===== src/rtl/rgb_pwm_fader.sv =====
// N-channel LED PWM generator with per-channel static, blink, breathe and off effects.
// Duty changes only on frame boundaries so the LED driver never sees a runt pulse.
module rgb_pwm_fader #(
  parameter int CHANNELS  = 3,
  parameter int PWM_BITS  = 8,
  parameter int STEP_DIV  = 4,
  parameter int CHAN_BITS = 2
) (
  input  logic                 clk,
  input  logic                 rst,
  input  logic                 cfg_we,
  input  logic [CHAN_BITS-1:0] cfg_chan,
  input  logic [1:0]           cfg_mode,
  input  logic [PWM_BITS-1:0]  cfg_level,
  output logic [CHANNELS-1:0]  pwm_out,
  output logic                 frame_strobe
);

  typedef enum logic [1:0] {
    MODE_STATIC  = 2'd0,
    MODE_BLINK   = 2'd1,
    MODE_BREATHE = 2'd2,
    MODE_OFF     = 2'd3
  } mode_e;

  localparam int TICK_W = (STEP_DIV > 1) ? $clog2(STEP_DIV) : 1;

  logic [PWM_BITS-1:0] pwm_cnt_q, pwm_cnt_d;
  logic [TICK_W-1:0]   tick_cnt_q, tick_cnt_d;
  logic [CHANNELS-1:0] pwm_out_q, pwm_out_d;
  logic                frame_strobe_q, frame_strobe_d;

  mode_e               mode_q  [CHANNELS];
  mode_e               mode_d  [CHANNELS];
  logic [PWM_BITS-1:0] level_q [CHANNELS];
  logic [PWM_BITS-1:0] level_d [CHANNELS];
  logic [PWM_BITS-1:0] duty_q  [CHANNELS];
  logic [PWM_BITS-1:0] duty_d  [CHANNELS];
  logic [PWM_BITS-1:0] ramp_q  [CHANNELS];
  logic [PWM_BITS-1:0] ramp_d  [CHANNELS];
  logic [PWM_BITS-1:0] eff_duty [CHANNELS];
  logic [CHANNELS-1:0] dir_down_q, dir_down_d;
  logic [CHANNELS-1:0] phase_q, phase_d;

  logic wrap;
  logic tick;
  logic wr_valid;

  assign wrap     = (pwm_cnt_q == '1);
  assign tick     = wrap && (tick_cnt_q == TICK_W'(STEP_DIV - 1));
  assign wr_valid = cfg_we && ({1'b0, cfg_chan} < (CHAN_BITS + 1)'(CHANNELS));

  assign pwm_out      = pwm_out_q;
  assign frame_strobe = frame_strobe_q;

  always_comb begin
    pwm_cnt_d      = pwm_cnt_q + PWM_BITS'(1);
    frame_strobe_d = wrap;
    tick_cnt_d     = tick_cnt_q;
    if (wrap) begin
      tick_cnt_d = tick ? '0 : tick_cnt_q + TICK_W'(1);
    end
  end

  // A config write to a channel takes priority over that channel's effect tick.
  always_comb begin
    pwm_out_d  = '0;
    dir_down_d = dir_down_q;
    phase_d    = phase_q;
    for (int c = 0; c < CHANNELS; c++) begin
      mode_d[c]   = mode_q[c];
      level_d[c]  = level_q[c];
      duty_d[c]   = duty_q[c];
      ramp_d[c]   = ramp_q[c];
      eff_duty[c] = '0;

      case (mode_q[c])
        MODE_STATIC:  eff_duty[c] = level_q[c];
        MODE_BLINK:   eff_duty[c] = phase_q[c] ? level_q[c] : '0;
        MODE_BREATHE: eff_duty[c] = ramp_q[c];
        default:      eff_duty[c] = '0;
      endcase

      pwm_out_d[c] = (pwm_cnt_q < duty_q[c]);
      if (wrap) begin
        duty_d[c] = eff_duty[c];
      end

      if (wr_valid && (cfg_chan == CHAN_BITS'(c))) begin
        mode_d[c]     = mode_e'(cfg_mode);
        level_d[c]    = cfg_level;
        ramp_d[c]     = '0;
        dir_down_d[c] = 1'b0;
        phase_d[c]    = 1'b1;
      end else if (tick) begin
        if (mode_q[c] == MODE_BLINK) begin
          phase_d[c] = ~phase_q[c];
        end else if (mode_q[c] == MODE_BREATHE) begin
          if (!dir_down_q[c]) begin
            if (ramp_q[c] < level_q[c]) begin
              ramp_d[c] = ramp_q[c] + PWM_BITS'(1);
            end else begin
              dir_down_d[c] = 1'b1;
              if (ramp_q[c] != '0) ramp_d[c] = ramp_q[c] - PWM_BITS'(1);
            end
          end else begin
            if (ramp_q[c] != '0) begin
              ramp_d[c] = ramp_q[c] - PWM_BITS'(1);
            end else begin
              dir_down_d[c] = 1'b0;
              if (level_q[c] != '0) ramp_d[c] = ramp_q[c] + PWM_BITS'(1);
            end
          end
        end
      end
    end
  end

  always_ff @(posedge clk or posedge rst) begin
    if (rst) begin
      pwm_cnt_q      <= '0;
      tick_cnt_q     <= '0;
      pwm_out_q      <= '0;
      frame_strobe_q <= 1'b0;
      dir_down_q     <= '0;
      phase_q        <= '1;
      for (int c = 0; c < CHANNELS; c++) begin
        mode_q[c]  <= MODE_STATIC;
        level_q[c] <= '0;
        duty_q[c]  <= '0;
        ramp_q[c]  <= '0;
      end
    end else begin
      pwm_cnt_q      <= pwm_cnt_d;
      tick_cnt_q     <= tick_cnt_d;
      pwm_out_q      <= pwm_out_d;
      frame_strobe_q <= frame_strobe_d;
      dir_down_q     <= dir_down_d;
      phase_q        <= phase_d;
      for (int c = 0; c < CHANNELS; c++) begin
        mode_q[c]  <= mode_d[c];
        level_q[c] <= level_d[c];
        duty_q[c]  <= duty_d[c];
        ramp_q[c]  <= ramp_d[c];
      end
    end
  end

endmodule


===== config.mk =====
export PLATFORM = sky130hd
export DESIGN_NAME = rgb_pwm_fader
export DESIGN_NICKNAME = d
export VERILOG_FILES = /design/src/rtl/rgb_pwm_fader.sv
export SDC_FILE = /design/constraint.sdc
export NUM_CORES = 1
export LEC_CHECK = 0
export BUFFER_PORTS_ARGS = -buffer_cell sky130_fd_sc_hd__clkbuf_2
export CORE_MARGIN = 2
export CORE_UTILIZATION = 34
export DETAILED_ROUTE_END_ITERATION = 16
export GPL_ROUTABILITY_DRIVEN = 0
export PLACE_DENSITY_LB_ADDON = 0.08
export SETUP_SLACK_MARGIN = 0.05
export SLEW_MARGIN = 15
export SYNTH_ARGS = -nofsm -noshare
export SYNTH_HDL_FRONTEND = slang
export SYNTH_SLANG_ARGS = --single-unit

===== constraint.sdc =====
create_clock -name clk -period 4.3 [get_ports clk]
set_clock_uncertainty 0.05 [all_clocks]
set_input_delay 0.86 -clock clk [delete_from_list [all_inputs] [get_ports clk]]
set_output_delay 0.86 -clock clk [all_outputs]
set_load 0.05 [all_outputs]

==> key figures <==
Outcome
  – Status: complete, no violations

Worst setup path
  – CP max FO: 15
  – Critical path class: flop to flop
  – Reg2Reg Setup Slack: roughly 1.6 ns
  – Worst EP required: 4.52 ns
  – Worst setup EP type: flop
  – RR Startpoint: ramp_q[2]$_DFFE_PP0P_
  – Critical Path Start Type: flop
  – Worst endpoint data arrival time: 2.88 ns
  – Worst reg2reg endpoint: ramp_q[2]$_DFFE_PP0P_
  – Reg2Reg Depth: 8

Power and ir drop
  – Sw frac: between 20% and 30%
  – Seq pwr share: 47.9%
  – Clock Power Share: about two fifths
  – Internal power: 1532 µW
  – Maximum VDD drop: about 0.00018 V
  – PD cells: 320.6 nW/µm²
  – NetSw: around 600 µW
  – Gate power share: between 10% and 20%
  – Tot Pwr: approximately 2100 µW
  – Lkg Pwr: around 0.0030 µW

Logic synthesis
  – Syn avg cell area: roughly 9.0 µm²
  – Post-synthesis register bit count: a little under 100
  – Synth Flop Type: dfrtp_1
  – Synth cell types: 70
  – Post-synth top area cell: dfrtp_1
  – Cell Area, Synth: 6031 µm²
  – Top-count cell post-synth: dfrtp_1
  – Post-Synthesis Cells: roughly 670
  – Dominant cells by area after synthesis: dfrtp_1 (39%), ha_1 (11%), nand2_1 (5.0%), a21oi_1 (4.0%), o21ai_0 (3.7%)
  – Async set or reset register ratio after synthesis: 100.0%
  – Mapped Nets: approximately 740
  – Sequential area share after synthesis: around two fifths
  – Warnings from Yosys: 0
  – Commonest cells in the netlist: dfrtp_1 (95), nand2_1 (81), nor2_1 (58)
  – Post-synth top area share: 39.42%
  – EDFF count, synth: 0

Global routing
  – Largest net degree at the start of global routing: 67
  – First-pass GRT wire length: about 25 mm
  – Number of global-route vias before repair: 4702
  – Initial antenna violation count: 0
  – Total Routing Usage GR: approximately 17%
  – Grt ovf: 0

Drt
  – Initial DRC Count: 261
  – Drt drc: 0
  – Routed WL per cell: 16.67 µm
  – Vias: between 4000 and 5000
  – ANT nets after route: 0
  – WL final: ~15 mm
  – DR pass1 iterations: 5
  – Post-DR vias/cell: 5.208

Layout
  – Diode count: 0
  – Final #Nets: ~740
  – Syn-to-layout area delta: 9.627%
  – Multi-input logic area: approximately 3200 µm²
  – Fillers: between 1500 and 2000
  – Cell Count, Final, Fillers Out: 903
  – Share of layout cells above drive strength 1: a little over a tenth
  – FF+latch area: 2456 µm²

Floorplan
  – Initial Utilization: around a third
  – Chip height: roughly 140 µm
  – Row count: 48
  – # IOs: 19
  – Core footprint: around 17000 µm²
  – Die Area: approximately 19000 µm²
  – Die span in x: 137.2 µm

Timing
  – Final setup fails: 0
  – Fin Setup TNS: 0 ns
  – Worst Tran Pin Value: about 0.97 ns
  – Fmax: between 300 and 400 MHz
  – Fin. Hold Viols: 0
  – Slew Viols, Final: 0
  – Final hold slack: about 0.46 ns
  – Max_slew headroom: a little over a third
  – Final Cycle Share: slightly above 60%
  – Final Critical Period: approximately 2.7 ns
  – RSZ-0062 raised after global routing: false

Min path
  – HP Start: tick_cnt_q[1]$_DFFE_PP0P_
  – Worst hold path type: flop to flop
  – Worst Hold Path Cells: 1
  – Worst Hold End: tick_cnt_q[1]$_DFFE_PP0P_

Clock network
  – CTS tree: done
  – Resized cells post-CTS: 0
  – Later-pin clock latency in the skew report: ~0.36 ns
  – Clk sinks: between 90 and 100
  – Root Driver: clkbuf_16
  – # hold bufs at CTS: 0
  – Number of CTS-inserted buffers: 9
  – Clock Tree Buf Depth: 2
  – Postcts setup bufs: 0
  – H-tree level count: 3
  – CTS clk-pin slew, worst paths: around 0.070 ns

Placed design
  – Port Buffers: 18
  – DP HPWL: roughly 11 mm
  – Cells after DPL: slightly below 900

Run
  – Max Cap Viol: 0
## critical path: stages, from the launching register on
cell     delay, ns
dfrtp_1       0.47
ha_1          0.31
o21a_1        0.11
nor2_1        0.04
nor3_1        0.36
nor2_1        0.16
o21ai_1       0.70
o21ai_0       0.20
a21oi_1       0.17
## per-layer routing
metal  vias to the layer above  global-route usage [%]  wire length (µm)
met5                         -                       0                 0
met4                         0                   3.780               150
met3                        12                   3.753               474
met2                        65                   27.89              6892
met1                      2267                   24.18              7532
li1                       2359                       -                 -
## registers in the layout, indices dropped and copies added, names as in the netlist
signal,cells
duty_q,24
phase_q,3
dir_down_q,3
pwm_cnt_q,8
mode_q,6
frame_strobe,1
tick_cnt_q,2
ramp_q,24
level_q,24
pwm_out,3
## kinds of logic after synthesis
kind of cell	synth area share (%)
xor gates and xnor gates	2.759
muxes	2.427
adders and majority gates	11.00
and+or+nand+nor	19.17
AOI/OAI and AO/OA	18.40
buffers and inverters	5.519
DFF	40.73
## per-stage QoR
stage	setup slack, ns	cell area [µm²]	utilization (%)
4_1_cts	1.640	6610	38.22
3_3_place_gp	1.645	6314	36.50
6_report	1.642	6611	38.22
2_1_floorplan	0.8329	6031	-
5_1_grt	1.345	6611	38.22
3_5_place_dp	1.574	6314	36.50
## power by group through the flow
stage	clock network, µW	registers [µW]	logic, µW
floorplan	0	1020	201
global placement	0	1030	273
detailed placement	0	1030	275
CTS	865	1020	277
global route	905	1020	314
finish	831	1020	272
## final cells by class
type                            instances  share of cell area [%]
Multi-Input combinational cell        487                   49.13
Clock inverter                          5                  0.8138
Tap cell                              225                   4.258
Timing Repair Buffer                   22                   1.817
Clock buffer                           11                   3.671
Inverter                               55                   3.160
Sequential cell                        98                   37.15
## placed cells by master (no fill, tap or decap), drive strengths merged, types with 5 or more instances in the layout
cell,n
a22oi,21
o21ai,56
inv,55
or3,11
a211oi,7
nand4,8
mux2i,9
ha,53
nand2,83
nor2b,5
xnor2,11
nor3,10
nor2,58
o21a,8
clkbuf,29
xor2,8
nand3,15
a21oi,50
mux2,5
nor4,9
nand3b,6
dfrtp,95
and3,6
## worst max-delay path by stage
stage / endpoint / cells after the start / startpoint / slack [ns]
4_1_cts: ramp_q[5]$_DFFE_PP0P_ / 8 / pwm_cnt_q[1]$_DFF_PP0_ / 1.64
6_report: ramp_q[2]$_DFFE_PP0P_ / 8 / ramp_q[2]$_DFFE_PP0P_ / 1.64
3_3_place_gp: ramp_q[5]$_DFFE_PP0P_ / 8 / pwm_cnt_q[1]$_DFF_PP0_ / 1.64
5_1_grt: ramp_q[2]$_DFFE_PP0P_ / 8 / ramp_q[2]$_DFFE_PP0P_ / 1.34
2_1_floorplan: dir_down_q[0]$_DFFE_PP0P_ / 1 / rst / 0.83
3_5_place_dp: ramp_q[2]$_DFFE_PP0P_ / 8 / pwm_cnt_q[1]$_DFF_PP0_ / 1.57
No activity file was read; power rests on OpenSTA's default activity.
